--- config.mk ---
export PLATFORM = sky130hd
export DESIGN_NAME = muldiv_unit
export DESIGN_NICKNAME = d
export VERILOG_FILES = /design/src/rtl/muldiv_unit_pkg.sv /design/src/rtl/muldiv_unit_step.sv /design/src/rtl/muldiv_unit.sv
export SDC_FILE = /design/constraint.sdc
export NUM_CORES = 1
export LEC_CHECK = 0
export BUFFER_PORTS_ARGS = -buffer_cell sky130_fd_sc_hd__buf_2
export CAP_MARGIN = 20
export CORE_ASPECT_RATIO = 1.1
export CORE_MARGIN = 10
export CORE_UTILIZATION = 50
export CTS_BUF_LIST = sky130_fd_sc_hd__clkbuf_4
export DETAILED_ROUTE_END_ITERATION = 8
export PLACE_DENSITY = 0.8
export REMOVE_ABC_BUFFERS = 1
export SLEW_MARGIN = 25
export SYNTH_ARGS = -nofsm -noshare
export SYNTH_HDL_FRONTEND = slang
export SYNTH_SLANG_ARGS = --single-unit
export TNS_END_PERCENT = 30
--- constraint.sdc ---
create_clock -name CLK -period 4.5 [get_ports CLK]
set_input_delay 0.675 -clock CLK [delete_from_list [all_inputs] [get_ports CLK]]
set_output_delay 0.675 -clock CLK [all_outputs]
set_load 0.02 [all_outputs]
--- src/rtl/muldiv_unit_pkg.sv ---
// -----------------------------------------------------------------------------
// muldiv_unit_pkg
//   Shared definitions for the HI/LO multiply/divide unit: the operation codes
//   presented by the execute stage and the control FSM state encoding.
// -----------------------------------------------------------------------------
package muldiv_unit_pkg;

    // Operation codes carried on muldiv_unit.op
    typedef enum logic [2:0] {
        MD_MULT  = 3'd0,
        MD_MULTU = 3'd1,
        MD_DIV   = 3'd2,
        MD_DIVU  = 3'd3,
        MD_MTHI  = 3'd4,
        MD_MTLO  = 3'd5
    } md_op_t;

    // Control FSM: IDLE -> RUN (ITER iterations) -> FINISH (sign fix, write) -> IDLE
    typedef enum logic [1:0] {
        ST_IDLE   = 2'd0,
        ST_RUN    = 2'd1,
        ST_FINISH = 2'd2
    } md_state_t;

endpackage

--- src/rtl/muldiv_unit_step.sv ---
// -----------------------------------------------------------------------------
// muldiv_unit_step
//   One combinational iteration of the shared multiply/divide datapath.
//   The 2*WIDTH accumulator holds {upper, lower}:
//     multiply : {partial product, remaining multiplier bits}; add-then-shift-right
//     divide   : {partial remainder, dividend/quotient bits}; shift-left, trial subtract
//   Cascaded STEPS times by the top level.
// Ports
//   is_div   in   1         1 = restoring divide step, 0 = shift-add multiply step
//   opb      in   WIDTH     multiplicand (multiply) or divisor (divide), as magnitude
//   acc_in   in   2*WIDTH   accumulator before this step
//   acc_out  out  2*WIDTH   accumulator after this step
// -----------------------------------------------------------------------------
module muldiv_unit_step #(
    parameter int WIDTH = 32
) (
    input  logic               is_div,
    input  logic [WIDTH-1:0]   opb,
    input  logic [2*WIDTH-1:0] acc_in,
    output logic [2*WIDTH-1:0] acc_out
);

    logic [WIDTH:0] mul_sum;
    logic [WIDTH:0] trial;
    logic [WIDTH:0] div_diff;

    // NOTE: every signal written here gets a value before any branch, so no
    // path leaves one unassigned and no latch is inferred.
    always_comb begin
        acc_out  = acc_in;
        mul_sum  = '0;
        trial    = '0;
        div_diff = '0;
        if (is_div) begin
            // Partial remainder shifted left with the next dividend bit; it can
            // reach 2*divisor-1, hence the extra bit. The top bit of the
            // difference is the borrow (trial < divisor).
            trial    = {acc_in[2*WIDTH-1:WIDTH], acc_in[WIDTH-1]};
            div_diff = trial - {1'b0, opb};
            if (!div_diff[WIDTH]) begin
                acc_out = {div_diff[WIDTH-1:0], acc_in[WIDTH-2:0], 1'b1};
            end else begin
                acc_out = {trial[WIDTH-1:0], acc_in[WIDTH-2:0], 1'b0};
            end
        end else begin
            // Add the multiplicand when the current multiplier LSB is set, then
            // shift the whole accumulator right; the carry becomes the new MSB.
            mul_sum = {1'b0, acc_in[2*WIDTH-1:WIDTH]} + (acc_in[0] ? {1'b0, opb} : '0);
            acc_out = {mul_sum, acc_in[WIDTH-1:1]};
        end
    end

endmodule

--- src/rtl/muldiv_unit.sv ---
// -----------------------------------------------------------------------------
// muldiv_unit
//   Multi-cycle HI/LO unit for the execute stage. Executes MULT/MULTU with an
//   iterative shift-add multiplier and DIV/DIVU with a restoring divider, both
//   sharing one 2*WIDTH accumulator; MTHI/MTLO write HI/LO directly. The
//   execute stage stalls on busy and reads HI/LO straight from the outputs.
// Parameters
//   WIDTH  operand width (HI and LO are WIDTH bits each)
//   STEPS  iteration steps per clock (1 or 2), must divide WIDTH
// Ports
//   CLK    in   1      clock, rising edge
//   RST    in   1      asynchronous active-low reset
//   abort  in   1      (only with MULDIV_ABORT_EN) cancel the running operation
//   start  in   1      request strobe, accepted only when busy==0
//   op     in   3      operation code (muldiv_unit_pkg::md_op_t)
//   rs     in   WIDTH  multiplicand / dividend / MTHI-MTLO source
//   rt     in   WIDTH  multiplier / divisor
//   busy   out  1      iterative operation in progress
//   done   out  1      one-cycle pulse: HI/LO updated or request retired
//   HI     out  WIDTH  product upper half / remainder
//   LO     out  WIDTH  product lower half / quotient
// Configuration
//   MULDIV_ABORT_EN  defined: adds the abort port; abort while busy returns to
//                    IDLE without writing HI/LO and without a done pulse.
//                    undefined: every accepted operation runs to completion.
// -----------------------------------------------------------------------------
module muldiv_unit
    import muldiv_unit_pkg::*;
#(
    parameter int WIDTH = 32,
    parameter int STEPS = 1
) (
    input  logic             CLK,
    input  logic             RST,
`ifdef MULDIV_ABORT_EN
    input  logic             abort,
`endif
    input  logic             start,
    input  logic [2:0]       op,
    input  logic [WIDTH-1:0] rs,
    input  logic [WIDTH-1:0] rt,
    output logic             busy,
    output logic             done,
    output logic [WIDTH-1:0] HI,
    output logic [WIDTH-1:0] LO
);

    localparam int ITER  = WIDTH / STEPS;
    localparam int CNT_W = $clog2(ITER + 1);

    md_state_t          state, state_next;
    logic [CNT_W-1:0]   cnt;
    logic [2*WIDTH-1:0] acc;
    logic [WIDTH-1:0]   opb;
    logic               is_div;
    logic               neg_res;   // negate product (mul) or quotient (div)
    logic               neg_rem;   // negate remainder (signed div only)
    logic [WIDTH-1:0]   hi_q, lo_q;
    logic               done_q;
    logic               abort_req;

`ifdef MULDIV_ABORT_EN
    assign abort_req = abort;
`else
    assign abort_req = 1'b0;
`endif

    // ---------------- request decode ----------------
    md_op_t           op_e;
    logic             is_mul_op, is_div_op, is_signed_op, div_zero;
    logic             sign_a, sign_b, accept, launch;
    logic [WIDTH-1:0] mag_a, mag_b;

    assign op_e         = md_op_t'(op);
    assign is_mul_op    = (op_e == MD_MULT) || (op_e == MD_MULTU);
    assign is_div_op    = (op_e == MD_DIV)  || (op_e == MD_DIVU);
    assign is_signed_op = (op_e == MD_MULT) || (op_e == MD_DIV);
    assign div_zero     = is_div_op && (rt == '0);
    assign sign_a       = is_signed_op && rs[WIDTH-1];
    assign sign_b       = is_signed_op && rt[WIDTH-1];
    // |most-negative| wraps to itself, which is the correct unsigned magnitude.
    assign mag_a        = sign_a ? -rs : rs;
    assign mag_b        = sign_b ? -rt : rt;
    // Start wins over abort in IDLE: abort only acts on a running operation.
    assign accept       = start && (state == ST_IDLE);
    assign launch       = accept && (is_mul_op || (is_div_op && !div_zero));

    // ---------------- iteration datapath ----------------
    logic [2*WIDTH-1:0] chain [STEPS+1];

    assign chain[0] = acc;

    for (genvar g = 0; g < STEPS; g++) begin : g_step
        muldiv_unit_step #(.WIDTH(WIDTH)) u_step (
            .is_div (is_div),
            .opb    (opb),
            .acc_in (chain[g]),
            .acc_out(chain[g+1])
        );
    end

    // Sign fix applied once, at FINISH, to the magnitude result.
    logic [2*WIDTH-1:0] prod;
    logic [WIDTH-1:0]   quot, rem, fin_hi, fin_lo;

    assign prod   = neg_res ? -acc : acc;
    assign quot   = neg_res ? -acc[WIDTH-1:0] : acc[WIDTH-1:0];
    assign rem    = neg_rem ? -acc[2*WIDTH-1:WIDTH] : acc[2*WIDTH-1:WIDTH];
    assign fin_hi = is_div ? rem  : prod[2*WIDTH-1:WIDTH];
    assign fin_lo = is_div ? quot : prod[WIDTH-1:0];

    // ---------------- control FSM ----------------
    always_ff @(posedge CLK or negedge RST) begin
        if (!RST) begin
            state <= ST_IDLE;
        end else begin
            state <= state_next;
        end
    end

    always_comb begin
        state_next = state;
        busy       = (state != ST_IDLE);
        unique case (state)
            ST_IDLE:   if (launch) state_next = ST_RUN;
            ST_RUN: begin
                if (abort_req)                         state_next = ST_IDLE;
                else if (cnt == CNT_W'(ITER - 1))      state_next = ST_FINISH;
            end
            ST_FINISH: state_next = ST_IDLE;
            default:   state_next = ST_IDLE;
        endcase
    end

    // ---------------- operand, counter and HI/LO registers ----------------
    // NOTE: the datapath registers are reset along with the control state, so
    // a reset in the middle of an operation leaves nothing stale behind.
    always_ff @(posedge CLK or negedge RST) begin
        if (!RST) begin
            cnt     <= '0;
            acc     <= '0;
            opb     <= '0;
            is_div  <= 1'b0;
            neg_res <= 1'b0;
            neg_rem <= 1'b0;
            hi_q    <= '0;
            lo_q    <= '0;
            done_q  <= 1'b0;
        end else begin
            // NOTE: state registers use non-blocking assignment so every
            // right-hand side sees pre-edge values regardless of statement order.
            done_q <= 1'b0;
            unique case (state)
                ST_IDLE: begin
                    if (accept) begin
                        case (op_e)
                            MD_MTHI: begin
                                hi_q   <= rs;
                                done_q <= 1'b1;
                            end
                            MD_MTLO: begin
                                lo_q   <= rs;
                                done_q <= 1'b1;
                            end
                            MD_MULT, MD_MULTU: begin
                                acc     <= {{WIDTH{1'b0}}, mag_b};
                                opb     <= mag_a;
                                is_div  <= 1'b0;
                                neg_res <= sign_a ^ sign_b;
                                neg_rem <= 1'b0;
                                cnt     <= '0;
                            end
                            MD_DIV, MD_DIVU: begin
                                if (div_zero) begin
                                    // Retire immediately, HI/LO untouched.
                                    done_q <= 1'b1;
                                end else begin
                                    acc     <= {{WIDTH{1'b0}}, mag_a};
                                    opb     <= mag_b;
                                    is_div  <= 1'b1;
                                    neg_res <= sign_a ^ sign_b;
                                    neg_rem <= sign_a;
                                    cnt     <= '0;
                                end
                            end
                            default: ;
                        endcase
                    end
                end
                ST_RUN: begin
                    if (!abort_req) begin
                        acc <= chain[STEPS];
                        cnt <= cnt + 1'b1;
                    end
                end
                ST_FINISH: begin
                    if (!abort_req) begin
                        hi_q   <= fin_hi;
                        lo_q   <= fin_lo;
                        done_q <= 1'b1;
                    end
                end
                default: ;
            endcase
        end
    end

    assign done = done_q;
    assign HI   = hi_q;
    assign LO   = lo_q;

endmodule

; ---- Word-level counts from Yosys, hierarchy flattened
; Cells that the tools add are included.
[totals]
reg_bits = 172
latchBits = 0
ramBits = 0
romBits = 0
input_bits = 70
output_inout_bits = 66
elab_cells = 100
mem_count = 0
[op_classes]
add_sub_neg = 8
mul = 0
div_mod_pow = 0
n_lt_le_gt_ge = 0
eq_ne = 16
shifts = 0
muxes = 39
n_bitwise = 1
reduce_logical = 26
[op_table]
columns = cell, n
row1 = $mux 32, 12
row2 = $mux 64, 5
row3 = $pmux 64 s2, 2
row4 = $pmux 32 s2, 3
row5 = $neg 32->32, 4
row6 = $neg 64->64, 1
row7 = $add 32x33->33, 1
row8 = $sub 33x32->33, 1
row9 = $logic_not 32->1, 1
row10 = $pmux 6 s2, 2
row11 = $mux 6, 2
row12 = $pmux 1 s2, 5
row13 = $ne 2x2->1 const B, 4
row14 = $reduce_and 4->1, 2
row15 = $reduce_bool 2->1, 4
row16 = $add 6x1->6 const B, 1
row17 = $eq 3x2->1 const B, 2
row18 = $eq 3x3->1 const B, 2
row19 = $eq 6x5->1 const B, 1
row20 = $logic_and 1x1->1, 6
row21 = $reduce_and 3->1, 2
row22 = $reduce_or 2->1, 3
row23 = $mux 1, 5
row24 = $logic_or 1x1->1, 4
row25 = 13 further kinds, 15

; ---- Depth between registers and ports, before layout
[logic_depth]
word_depth = 9
depth_mapped = 16
depth_no_buf = 14

; ---- Cells and area by module
; From an unflattened synthesis, not the netlist that was laid out.
[unflattened]
hier_cells = 1930
area_unflattened_um2 = 15811.4
[by_module_without_submodules]
columns = mod, n_inst, cells_per_inst, area_each_um2, seq_area_each_um2
row1 = muldiv_unit, 1, 1266, 11230.8, 4304.1
row2 = muldiv_unit_step, 1, 664, 4580.6, 0.0

; ---- Worst setup path before layout
; OpenSTA, ideal clock, no wires.
[synth_path]
path_type = reg-to-reg
startpoint = register acc[0]
endpoint = register acc[62]
setup_time_ns = 0.122
t_arrival_ns = 3.409
t_required_ns = 4.378
slack_ns = 0.969
stages_incl_launch_ff = 16
n_path_buf = 2
period_less_slack_ns = 3.531
path_cell_list = dfrtp_1 -> clkbuf_1 -> inv_1 -> clkbuf_1 -> nor2_1 -> ha_1 -> a21oi_1 -> o21ai_0 -> o31ai_1 -> o21ai_0 -> a211o_1 -> nand2_1 -> and4b_1 -> o41ai_1 -> mux2i_1 -> a32o_1
[synth_between]
elab_chain_cells = 4
[synth_lines]
columns = item, line_no
row1 = "start, declared", muldiv_unit.sv:53  ; logic [2*WIDTH-1:0] acc;
row2 = "start signal, assigned", muldiv_unit.sv:166  ; acc <= {{WIDTH{1'b0}}, mag_b};
row3 = "start signal, assigned", muldiv_unit.sv:178  ; acc <= {{WIDTH{1'b0}}, mag_a};
row4 = "start signal, assigned", muldiv_unit.sv:192  ; acc <= chain[STEPS];
row5 = $mux 32, muldiv_unit_step.sv:48  ; mul_sum = {1'b0, acc_in[2*WIDTH-1:WIDTH]} + (acc_in[0] ? {1'b0, opb} : '0);
row6 = $add 32x33->33, muldiv_unit_step.sv:48
row7 = $mux 64, muldiv_unit_step.sv:34  ; if (is_div) begin
row8 = $pmux 64 s2, muldiv_unit.sv:153  ; unique case (state)
; No other way between the ends.
; A chain may end at the register's enable or synchronous reset.

; ---- Worst setup path in the final report
[layout_path]
startpoint = register acc[32]
endpoint = register acc[52]
[layout_between]
elab_chain_cells = 4
elab_cells_between_ends = 5
classes_between = add/sub (2) / mux (3)
[layout_lines]
columns = item, line_no
row1 = $sub 33x32->33, muldiv_unit_step.sv:39  ; div_diff = trial - {1'b0, opb};
row2 = $mux 64, muldiv_unit_step.sv:40  ; if (!div_diff[WIDTH]) begin
row3 = $mux 64 (*), muldiv_unit_step.sv:34
row4 = $pmux 64 s2 (*), muldiv_unit.sv:153
; Every way passes the cells marked *; elsewhere a longest branch is shown, timed or not.

==> impl_results.md <==
* Synth cell types at 77
* Ports at approximately 140
* Crit path max-delay family: compound AO/OA/AOI/OAI gates
* Top FF cell, synth: dfrtp_1
* Final HPWL DP at between 30000 and 40000 µm
* Hold Fails Final Rpt at 0
* Syn Inst Count at roughly 2000
* Most common cell after layout, fill and taps aside: nor2_1
* Core Rows at 66
* Routed wire length per instance at around 20 µm
* Most used routing layer: met2
* Area of the multi-input gates at slightly above 10000 µm²
* Core area at just under 30000 µm²
* Sw Share at 0.512
* DP Area at around 16000 µm²
* Yosys warns at 0
* PwrDens at 641 nW/µm²
* Critical path class: reg -> reg
* Fill cells at between 2000 and 3000
* Syn_area_per_cell at 7.67 µm²
* Overall die area at roughly 38000 µm²
* Placed Instances at between 2000 and 2500
* Seq/Total Area, Yosys at 0.285
* Capture point of the worst reg-to-reg path: acc[52]
* Worst Tran Pin Value at roughly 1.0 ns
* Clock sinks at 172
* VDD IR max at 0.396 mV
* Met3 global-route usage at 0.0402
* Commonest non-fill, non-tap cells in the layout: nor2_1, nand2_1, o21ai_0
* Cts hold-fix bufs at 0
* Clock buffer depth at 2
* Postcts setup bufs at 0
* Die outline height at roughly 200 µm
* Post-Syn Area at ~15000 µm²
* FMAX at about 0.24 GHz
* Resized Gates After CTS at 0
* Largest stage delay on the critical path at between 0.6 and 0.7 ns
* Period utilization at 0.920
* WP buf/inv at 3
* Worst hold path class: in -> async
* Later-pin clock latency in the skew report at about 0.63 ns
* First-pass DRT Iterations at 9
* Critical-path top delay cell: nor4b_1
* Crit path top cell by count: o21ai_0
* WP data required at 5.04 ns
* PortBufs at around 140
* Crit path arrival time at 4.68 ns
* Detailed-route via count at ~15000
* Nets at between 2000 and 2500
* Htree depth at 4
* Final WL at 49700 µm
* Vias in the first global route at about 15000
* Pwr Total at roughly 11 mW
* CP cell instances: inv_1 -> fa_1 -> nand2b_1 -> a21oi_1 -> o21ai_0 -> a21oi_1 -> a41oi_1 -> nor4b_1 -> a211oi_4 -> buf_4 -> buf_4 -> o21ai_0 -> o21ai_0 -> o21ai_0
* CP Launch Type: register
* Initial antenna violation count at 1
* Starting Density at 0.509
* Reg2reg start: acc[32]
* Largest net degree at the start of global routing at 75
* Critical path peak fanout at 16
* Area grow syn2layout at 8.61%
* Reg area at 4310 µm²
* Async SR Flop Fraction at 1.00
* Fin. max-slew vios at 0
* Gr usage total at 0.259
* Post-layout minimum cycle time at 4.14 ns
* RSZ-0062 raised after global routing: no
* Fin util at 0.552
* Die X at roughly 190 µm
* Clk Tree Root Cell: clkbuf_4
* NetSw at 5.39 mW
* First-pass GRT wire length at approximately 78000 µm
* #FFs+latches synth at ~170
* Combinational Power Share at 0.646
* Post-synth EDFFs at 0
* Initial DRC count at 1792
* CTS tree: yes
* Ratio of cells with drive above 1 in the final layout at 0.122
* LEAKAGE at around 7.4 nW
* Crit path capture type: register
* Clock power frac at 0.080
* Setup slack, reg-to-reg at about 0.36 ns
* CP Depth at 14
* Gr ovfl total at 0
* Met1 Usage GRT at 0.328
* Count of final setup violators at 0
* RD Place Congestion at slightly above 1
* Remaining DRCs at 0
* Outcome: finished clean
* CTS clk-pin slew, worst paths at approximately 0.15 ns
* Slew headroom at 0.333
* Start point of the critical path: acc[32]
* Final Skew at between 0.015 and 0.02 ns
* R2R depth at 14
* Vias per std cell at ~6.3
* Flop pwr share at 0.273
* Cts bufs inserted at 17
* Post-Layout Cell Count at about 2400
* Max-Cap Viols at 0
* Post-route cell area at approximately 16000 µm²
* Routed Antenna Nets at 0
* Internal at 5.13 mW
* Grt met2 use at 0.418
* Worst setup path endpoint: acc[52]
[sequential cells by signal (all words and copies together), names as in the netlist]
| name | count |
|---|---|
| is_div | 1 |
| neg_res | 1 |
| cnt | 6 |
| done | 1 |
| acc | 64 |
| HI | 32 |
| opb | 32 |
| LO | 32 |
| state | 2 |
| neg_rem | 1 |
[stage by stage]
stage	hold slack (ns)	setup slack, ns	TNS, ns
2_1_floorplan	0.379	-2.03	-120.03
3_3_place_gp	0.456	0.592	0
3_5_place_dp	0.460	0.500	0
4_1_cts	0.0818	0.473	0
5_1_grt	0.0905	0.00486	0
6_report	0.0474	0.362	0
[routing by layer]
metal  up-vias  wire length [µm]
met5         -                 0
met3       169              4330
met4         0              2390
met2       800             23100
li1       7147                 -
met1      7189             20000
[cells in the mapped netlist, drive strengths merged (41+ instances only)]
library cell	number	area (µm²)
nor2	235	882
mux2i	64	641
clkbuf	96	364
inv	62	233
a21oi	187	936
xnor2	95	832
a21o	41	308
dfrtp	172	4300
ha	72	901
nand2	233	875
o21ai	206	1030
xor2	76	666
[how the worst min path moves through the flow]
| stage | start | endpoint | slack [ns] | depth (start not counted) |
|---|---|---|---|---|
| 3_3_place_gp | LO[14] | LO[14] | 0.46 | 2 |
| 6_report | RST | acc[40] | 0.05 | 1 |
| 5_1_grt | RST | acc[40] | 0.09 | 1 |
| 2_1_floorplan | RST | HI[0] | 0.38 | 0 |
| 4_1_cts | RST | acc[40] | 0.08 | 1 |
| 3_5_place_dp | LO[14] | LO[14] | 0.46 | 2 |
[power by group through the flow]
stage,logic (mW),clock network (mW),registers [mW]
floorplan,4.71,0,2.86
global placement,6.52,0,2.85
detailed placement,6.64,0,2.88
CTS,6.67,0.845,2.84
global route,7.50,0.908,2.95
finish,6.80,0.847,2.87
[layout make-up]
type | instances | share of cell area
Clock buffer | 20 | 0.00914
Antenna cell | 2 | 0.000305
Timing Repair Buffer | 175 | 0.0628
Clock inverter | 10 | 0.00472
Inverter | 64 | 0.0146
Multi-Input combinational cell | 1614 | 0.618
Tap cell | 374 | 0.0285
Sequential cell | 172 | 0.262
[kinds of logic (layout without fill, tap and decap cells)]
group	after synthesis	in the layout	synth area share
other cells	0	2	0
compound gates	630	630	0.252
flops	172	172	0.285
xor+xnor	171	171	0.0990
buf+inv	185	269	0.0477
simple gates	653	653	0.196
mux	86	86	0.0587
fa+ha+maj	74	74	0.0622
No activity file was read; power rests on OpenSTA's default activity.
